`config.mk`:
```
export PLATFORM = sky130hd
export DESIGN_NAME = x_irq_collect32
export DESIGN_NICKNAME = d
export VERILOG_FILES = /design/src/rtl/x_irq_pkg.sv /design/src/rtl/x_prio_enc32.sv /design/src/rtl/x_irq_collect32.sv
export SDC_FILE = /design/constraint.sdc
export NUM_CORES = 1
export LEC_CHECK = 0
export CAP_MARGIN = 20
export CORE_UTILIZATION = 35
export CTS_CLUSTER_SIZE = 12
export DETAILED_ROUTE_END_ITERATION = 10
export HOLD_SLACK_MARGIN = 0.12
export PLACE_DENSITY = 0.67
export SLEW_MARGIN = 5
export SYNTH_ARGS = -nofsm -noshare
export SYNTH_HDL_FRONTEND = slang
export SYNTH_SLANG_ARGS = --single-unit
```
`constraint.sdc`:
```
create_clock -name CLK -period 2.8 [get_ports CLK]
set_clock_uncertainty 0.1 [all_clocks]
set_input_delay 0.28 -clock CLK [delete_from_list [all_inputs] [get_ports CLK]]
set_output_delay 0.28 -clock CLK [all_outputs]
set_load 0.005 [all_outputs]
```
`src/rtl/x_irq_pkg.sv`:
```
// x_irq_pkg: shared widths, FSM state encoding and a one-hot helper for the
// x_irq_collect32 event collector and its priority encoder.
package x_irq_pkg;

  localparam int X_IRQ_W   = 32;
  localparam int X_IRQ_IDW = 5;

  typedef enum logic [1:0] {
    S_IDLE = 2'd0,
    S_WAIT = 2'd1,
    S_GAP  = 2'd2
  } x_irq_state_e;

  // One-hot vector with only bit idx set.
  function automatic logic [X_IRQ_W-1:0] x_irq_onehot(input logic [X_IRQ_IDW-1:0] idx);
    logic [X_IRQ_W-1:0] v;
    v      = '0;
    v[idx] = 1'b1;
    return v;
  endfunction

endpackage

```
`src/rtl/x_prio_enc32.sv`:
```
// x_prio_enc32: combinational lowest-set-bit encoder.
//   vec_i  32-bit input vector
//   idx_o  index of the lowest set bit (0 when vec_i is all zero)
//   any_o  OR-reduction of vec_i
module x_prio_enc32
  import x_irq_pkg::*;
(
  input  logic [X_IRQ_W-1:0]   vec_i,
  output logic [X_IRQ_IDW-1:0] idx_o,
  output logic                 any_o
);

  // Scan from the top down so the lowest set bit is the last one written.
  always_comb begin
    idx_o = '0;
    for (int i = X_IRQ_W - 1; i >= 0; i--) begin
      if (vec_i[i]) idx_o = X_IRQ_IDW'(i);
    end
  end

  assign any_o = |vec_i;

endmodule

```
`src/rtl/x_irq_collect32.sv`:
```
// x_irq_collect32: captures 32 event lines into sticky pending flags (masked at
// capture) that feed a downstream OR32, and serialises pending events to a
// consumer over a REQ/ACK handshake carrying the lowest pending index.
//   CLK     clock, rising edge
//   RSTN    synchronous active-low reset
//   EV      event lines (synchronous to CLK)
//   MASK    per-bit capture enable
//   CLR     write-1-to-clear pattern, applied when CLR_EN=1
//   CLR_EN  apply CLR this cycle
//   PEND    sticky pending flags
//   O       OR of PEND, straight from the register
//   REQ     request to consumer, ID valid while high
//   ID      index being presented
//   ACK     consumer accepts ID
module x_irq_collect32
  import x_irq_pkg::*;
#(
  parameter bit                 EDGE = 1'b1,
  parameter logic [X_IRQ_W-1:0] INIT = '0
) (
  input  logic                 CLK,
  input  logic                 RSTN,
  input  logic [X_IRQ_W-1:0]   EV,
  input  logic [X_IRQ_W-1:0]   MASK,
  input  logic [X_IRQ_W-1:0]   CLR,
  input  logic                 CLR_EN,
  output logic [X_IRQ_W-1:0]   PEND,
  output logic                 O,
  output logic                 REQ,
  output logic [X_IRQ_IDW-1:0] ID,
  input  logic                 ACK
);

  logic [X_IRQ_W-1:0]   pend_q, pend_d;
  logic [X_IRQ_W-1:0]   ev_d_q;
  logic [X_IRQ_W-1:0]   cap, ackclr, clrv;
  logic                 req_q, req_d;
  logic [X_IRQ_IDW-1:0] id_q, id_d;
  x_irq_state_e         state_q, state_d;
  logic [X_IRQ_IDW-1:0] low_idx;
  logic                 any_pend;

  x_prio_enc32 u_enc (
    .vec_i (pend_q),
    .idx_o (low_idx),
    .any_o (any_pend)
  );

  // Pending update: set has priority over clear so an event arriving in the
  // same cycle as its ACK/CLR is not lost.
  always_comb begin
    cap    = EDGE ? (EV & ~ev_d_q) : EV;
    ackclr = '0;
    if (state_q == S_WAIT && ACK) ackclr = x_irq_onehot(id_q);
    clrv   = (CLR_EN ? CLR : '0) | ackclr;
    pend_d = (pend_q & ~clrv) | (cap & MASK);
  end

  always_comb begin
    state_d = state_q;
    req_d   = req_q;
    id_d    = id_q;
    unique case (state_q)
      S_IDLE: begin
        if (any_pend) begin
          id_d    = low_idx;
          req_d   = 1'b1;
          state_d = S_WAIT;
        end
      end
      S_WAIT: begin
        // ACK, or a CLR withdrawing the presented bit, ends the request.
        if (ACK || (CLR_EN && CLR[id_q])) begin
          req_d   = 1'b0;
          state_d = S_GAP;
        end
      end
      S_GAP: begin
        state_d = S_IDLE;
      end
      default: begin
        req_d   = 1'b0;
        state_d = S_IDLE;
      end
    endcase
  end

  always_ff @(posedge CLK) begin
    if (!RSTN) begin
      pend_q  <= INIT;
      ev_d_q  <= '0;
      req_q   <= 1'b0;
      id_q    <= '0;
      state_q <= S_IDLE;
    end else begin
      pend_q  <= pend_d;
      ev_d_q  <= EV;
      req_q   <= req_d;
      id_q    <= id_d;
      state_q <= state_d;
    end
  end

  assign PEND = pend_q;
  assign O    = any_pend;
  assign REQ  = req_q;
  assign ID   = id_q;

endmodule

```
==> results of run 1 <==
## layer usage
layer,vias up,GRT usage (%)
li1,1716,-
met1,1704,32.0
met2,136,37.7
met3,18,5.01
met4,0,8.70
met5,-,0
## sequential cells by signal, summed over array words and instances (netlist names)
| register | cells |
|---|---|
| PEND | 32 |
| ID | 5 |
| REQ | 1 |
| state_q | 2 |
| ev_d_q | 32 |
## worst paths after layout
kind                             endpoint  slack (ns)  cells after the start                    start
hold / removal    state_q[0]$_SDFFE_PN0P_        0.38                      1  state_q[1]$_SDFFE_PN0P_
setup reg to reg         REQ$_SDFFE_PN0P_        0.39                      6       ID[4]$_SDFFE_PN0P_
hold reg to reg   state_q[0]$_SDFFE_PN0P_        0.38                      1  state_q[1]$_SDFFE_PN0P_
setup / recovery                        O        0.17                      4      PEND[30]$_SDFF_PN0_
## logic make-up (layout without fill, tap and decap cells)
kind of cell	Yosys count	count (layout)	share of synthesized area (%)
AND/OR/NAND/NOR	167	167	27.2
AO/OA/AOI/OAI	108	108	21.1
flip-flops	72	72	42.7
buffers and inverters	30	174	3.92
multiplexers	14	14	5.07
## cell type report
type | instances | share of cell area (%)
clock inverters | 5 | 2.01
flip-flops and latches | 72 | 27.9
clock buffers | 11 | 2.74
well taps | 129 | 3.13
repair buffers | 147 | 28.1
inverters | 11 | 0.800
multi-input cells | 289 | 35.3
## through the flow
| step | worst slack, ns | cell area (um2) | instances | hold WS, ns |
|---|---|---|---|---|
| 6_report | 0.168 | 5160 | 664 | 0.381 |
| 5_1_grt | 0.0521 | 5160 | 664 | 0.404 |
| 4_1_cts | 0.0599 | 5140 | 664 | 0.386 |
| 3_5_place_dp | 0.228 | 4900 | 648 | 0.380 |
| 3_3_place_gp | 0.341 | 4900 | 648 | 0.361 |
| 2_1_floorplan | 0.710 | 3380 | 391 | 0.302 |
## cells in the final DEF (no fill, tap or decap), types with 2 or more instances in the layout
master           instances
clkdlybuf4s50_1        138
dfxtp_1                 71
nand2_1                 46
a21oi_1                 46
and2_1                  33
nand3b_1                32
o211ai_1                30
nor2_1                  23
mux2i_1                 10
clkbuf_8                10
inv_1                    9
buf_4                    9
nor4_1                   5
nand4_1                  4
or3_1                    4
o21ai_0                  4
o311ai_0                 4
nor4_2                   3
nand3_1                  3
nor3_1                   3
or3b_1                   3
bufinv_16                3
o31a_1                   2
o2111ai_1                2
o31ai_1                  2
a2111oi_0                2
o21ai_1                  2
nor2b_1                  2
a31oi_1                  2
## timing repair
action | CTS | global route
gates resized for setup | 0 | 4
endpoints found under the hold margin | 0 | 0
hold buffers | 0 | 0
endpoints found under the setup margin | 0 | 2
## critical path: stages (launching register included)
cell and delay [ns]:
dfxtp_1 0.35, nor4_1 0.49, nand4_1 0.19, or3_1 0.40
clkdlybuf4s50_1 0.47
## power breakdown
group | switching [mW] | internal [mW]
Sequential | 0.104 | 1.09
Combinational | 0.286 | 0.369
Clock | 0.404 | 0.617
Total | 0.795 | 2.08
==> results by group, run 1 <==
CTS
  – CTS tree: yes
  – Cts bufs inserted: 9
  – Clock buffer depth: 2
  – Sink Count: 72
  – Reg clk slew, reported paths: 0.07 ns
  – Clk root buf: clkbuf_8
  – H-tree depth: 3
  – Clk_lat worst skew: 0.35 ns
  – Post-CTS setup buffer count: 0

Power
  – P_leak: 1.84 nW
  – Maximum vdd drop: 245 uV
  – Overall power: 2.88 mW
  – Power per standard cell area: 557 nW/um2

Route
  – ANT nets after route: 0
  – Met2 routed WL: 5330 um
  – DR WL/cell: 17.7 um
  – DRC Markers: 0
  – Vias per inst: 5.38
  – Max Used Layer: met4
  – Drt total wl: 11800 um
  – WL met3: 888 um
  – Metal-1 WL: 5300 um
  – Vias: 3574
  – Iter 0 DRT Violations: 266
  – Pre-antenna DRT Iters: 4

Yosys
  – Async SR Flop Fraction: 0%
  – Synth top area cells: dfxtp_1, nand3b_1, a21oi_1
  – Yosys top cell area share: 42.7%
  – Most used DFF post-synth: dfxtp_1
  – Yosys reg bits: 72
  – Synth cell types: 52
  – Sequential area share after synthesis: 42.7%
  – Yosys warnings: 0
  – Post-synth EDFFs: 0
  – Count leader, synth: dfxtp_1
  – Post-Syn Nets: 491
  – Post-Synthesis Cells: 391
  – Synthesized area: 3380 um2
  – Top post-synthesis cells by count: dfxtp_1, a21oi_1, nand2_1, and2_1, nand3b_1
  – Largest area contributor in the netlist: dfxtp_1
  – Syn avg cell area: 8.64 um2

Floorplan
  – FP Rows: 35
  – Chip width: 100 um
  – Io pins: 139
  – Total core area: 9280 um2
  – Initial Util: 36.4%
  – Die H: 100 um
  – Die Area: 10100 um2

Timing
  – Fin. max-slew vios: 0
  – RSZ-0062 raised after global routing: no
  – Min cycle time layout: 2.63 ns
  – Fin. Hold Viols: 0
  – Fin crit share: 94.0%
  – Slew @ Worst Pin: 0.707 ns
  – Relative slew slack: 51.7%
  – Fmax: 0.380 GHz
  – Sum of negative setup slack: 0 ns
  – Final setup violation count: 0

Worst setup path
  – Maximum fanout along the worst path: 5
  – WS Path Type: flop to output port
  – Crit end category: output port
  – CP required: 2.42 ns
  – Startpoint types: flop
  – Critical path data arrival time: 2.25 ns

Global route
  – All-Layer GR Usage: 23.8%
  – GRT overflow: 0
  – Initial antenna violation count: 0
  – Vias in the first global route: 3432
  – First-pass GRT wire length: 18300 um
  – Largest net degree at the start of global routing: 39

Worst hold path
  – Worst Hold Class: flop to flop

Finish
  – Post-layout util: 55.6%
  – Seq. cell area: 1440 um2
  – Multi-input logic area: 1820 um2
  – P&R area growth vs syn: 52.8%
  – # diodes: 0
  – Share of layout cells above drive strength 1: 6.17%
  – Nets: 630
  – Final-layout fill cell count: 902

Status
  – Run status: completed

Placement
  – HPWL after DPL: 8790 um
  – PortBufs: 138
  – GPL Wtd Cong: 0.960

Run
  – Max-cap viol count: 0
Note: power is estimated with default switching activity, not from simulation.
==> run 2: changes to the inputs <==
--- a/config.mk
+++ b/config.mk
@@ -6,11 +6,13 @@
 export NUM_CORES = 1
 export LEC_CHECK = 0
 export CAP_MARGIN = 20
-export CORE_UTILIZATION = 35
+export CELL_PAD_IN_SITES_DETAIL_PLACEMENT = 0
+export CELL_PAD_IN_SITES_GLOBAL_PLACEMENT = 1
+export CORE_UTILIZATION = 31
 export CTS_CLUSTER_SIZE = 12
 export DETAILED_ROUTE_END_ITERATION = 10
 export HOLD_SLACK_MARGIN = 0.12
-export PLACE_DENSITY = 0.67
+export PLACE_DENSITY = 0.91
 export SLEW_MARGIN = 5
 export SYNTH_ARGS = -nofsm -noshare
 export SYNTH_HDL_FRONTEND = slang
==> constraint.sdc (replaced) <==
create_clock -name CLK -period 2.83 [get_ports CLK]
set_clock_uncertainty 0.1 [all_clocks]
set_input_delay 0.283 -clock CLK [delete_from_list [all_inputs] [get_ports CLK]]
set_output_delay 0.283 -clock CLK [all_outputs]
set_load 0.005 [all_outputs]
==> run 2 against run 1 <==
Worst hold slack gained 0.0030 ns. Final area is 0.12% lower. Wire length increased by 1.7%. Final cell count is 1.2% higher. Sequential cell count unchanged. First-iteration DRC count decreased by 13%. Combinational power barely moved. Setup slack better by 0.055 ns. Register-to-register slack got worse by 0.07 ns. Sequential share of layout area is essentially flat. Non-clock buffer count grew 1. Total power decreased by 3.6%. Critical path type unchanged. Largest cell class unchanged. Largest power group unchanged. Highest routed layer unchanged.
==> results by group, run 2 (synthesized netlist as in run 1, its figures left out) <==
Route
  – Vias: 3561
  – ANT nets after route: 0
  – DRC Markers: 0
  – Drt total wl: 11900 um
  – Pre-antenna DRT Iters: 5
  – DR WL/cell: 17.8 um
  – Vias per inst: 5.30
  – Iter 0 DRT Violations: 231

Finish
  – Non-filler instance count after layout: 672
  – Final-layout fill cell count: 1055
  – Nets: 631
  – Most frequent cells in the layout: clkdlybuf4s50_1, dfxtp_1, nand2_1, a21oi_1, and2_1
  – Share of layout cells above drive strength 1: 6.16%
  – P&R area growth vs syn: 52.6%
  – Fin area: 5160 um2
  – Multi-input logic area: 1820 um2
  – Commonest non-fill, non-tap cell in the layout: clkdlybuf4s50_1
  – # diodes: 0
  – Seq. cell area: 1440 um2
  – Post-layout util: 49.3%

Run
  – Max-cap viol count: 0

CTS
  – H-tree depth: 3
  – Clk root buf: clkbuf_8
  – Sink Count: 72
  – Clock buffer depth: 2
  – Reg clk slew, reported paths: 0.07 ns
  – Clk_lat worst skew: 0.36 ns
  – Cts bufs inserted: 9
  – Post-CTS setup buffer count: 0
  – CTS tree: yes

Worst setup path
  – Worst reg2reg setup slack: 0.32 ns
  – Worst setup endpoint: O
  – Maximum fanout along the worst path: 5
  – Crit end category: output port
  – WS Path Type: flop to output port
  – Slowest cell delay on critical path: 0.47 ns
  – CP required: 2.45 ns
  – Critical path origin: PEND[30]$_SDFF_PN0_
  – Cell breakdown of the critical path: nor4_1 > nand4_1 > or3_1 > clkdlybuf4s50_1
  – Worst r2r src: ID[1]$_SDFFE_PN0P_
  – Startpoint types: flop
  – Reg2reg end: REQ$_SDFFE_PN0P_
  – Slowest-stage cell, CP: clkdlybuf4s50_1
  – R2r worst-path depth: 7
  – Critical path data arrival time: 2.22 ns

Placement
  – HPWL after DPL: 9280 um
  – Dpl cells: 656
  – Dpl ws: 0.366 ns
  – PortBufs: 138
  – Placed Area: 4910 um2
  – GPL Wtd Cong: 0.904

Status
  – Run status: completed

Power
  – Power per standard cell area: 538 nW/um2
  – P_leak: 1.84 nW
  – Maximum vdd drop: 293 uV
  – Overall power: 2.77 mW

Floorplan
  – Die Area: 11300 um2
  – Die H: 106 um
  – Initial Util: 32.3%
  – FP Rows: 37
  – Io pins: 139
  – Chip width: 106 um
  – Total core area: 10500 um2

Timing
  – Fin. Hold Viols: 0
  – Slew @ Worst Pin: 0.590 ns
  – Fmax: 0.384 GHz
  – Min cycle time layout: 2.61 ns
  – Final WS setup: 0.223 ns
  – Final setup violation count: 0
  – Fin crit share: 92.1%
  – Sum of negative setup slack: 0 ns
  – Fin. max-slew vios: 0
  – Relative slew slack: 59.6%
  – RSZ-0062 raised after global routing: no
  – Hold_ws: 0.384 ns

Global route
  – First-pass GRT wire length: 18900 um
  – Vias in the first global route: 3595
  – Initial antenna violation count: 0
  – All-Layer GR Usage: 21.8%
  – Largest net degree at the start of global routing: 39
  – GRT overflow: 0

Worst hold path
  – Worst Hold Class: flop to flop
[run 2: what timing repair did]
| action | 4_1_cts | 5_1_grt |
|---|---|---|
| setup endpoints to repair | 0 | 1 |
| resized for setup | 0 | 2 |
| hold buffers | 0 | 0 |
[run 2: worst min path at each step]
stage / startpoint / cells past startpoint / end / slack [ns]
6_report: state_q[1]$_SDFFE_PN0P_ / 1 / state_q[0]$_SDFFE_PN0P_ / 0.38
5_1_grt: state_q[1]$_SDFFE_PN0P_ / 1 / state_q[0]$_SDFFE_PN0P_ / 0.40
4_1_cts: state_q[1]$_SDFFE_PN0P_ / 1 / state_q[0]$_SDFFE_PN0P_ / 0.38
3_5_place_dp: state_q[1]$_SDFFE_PN0P_ / 1 / state_q[0]$_SDFFE_PN0P_ / 0.37
3_3_place_gp: state_q[1]$_SDFFE_PN0P_ / 1 / state_q[0]$_SDFFE_PN0P_ / 0.36
2_1_floorplan: EV[0] / 1 / ev_d_q[0]$_SDFF_PN0_ / 0.30
[run 2: layer usage]
metal  vias up  track usage, %  share of wire, %
li1       1716               -                 -
met1      1682            27.4                42
met2       145            35.5                48
met3        18            6.25               8.2
met4         0            7.53               1.9
met5         -               0                 0
[run 2: critical path: cells and delay by family, from the launching register on]
family | cells | cell delay, ns
buffers and inverters | 1 | 0.47
DFF | 1 | 0.35
and+or+nand+nor | 3 | 1.05
[run 2: area by class of cell]
cell class	instances	share of cell area (%)
repair buffers	148	28.2
clock inverters	5	1.53
multi-input cells	289	35.2
well taps	136	3.30
flip-flops and latches	72	27.9
inverters	11	0.801
clock buffers	11	2.94
[run 2: power by group]
group	internal, mW	total [mW]	switching (mW)
clock	0.543	0.937	0.394
sequential	1.08	1.18	0.0953
combinational	0.368	0.658	0.290
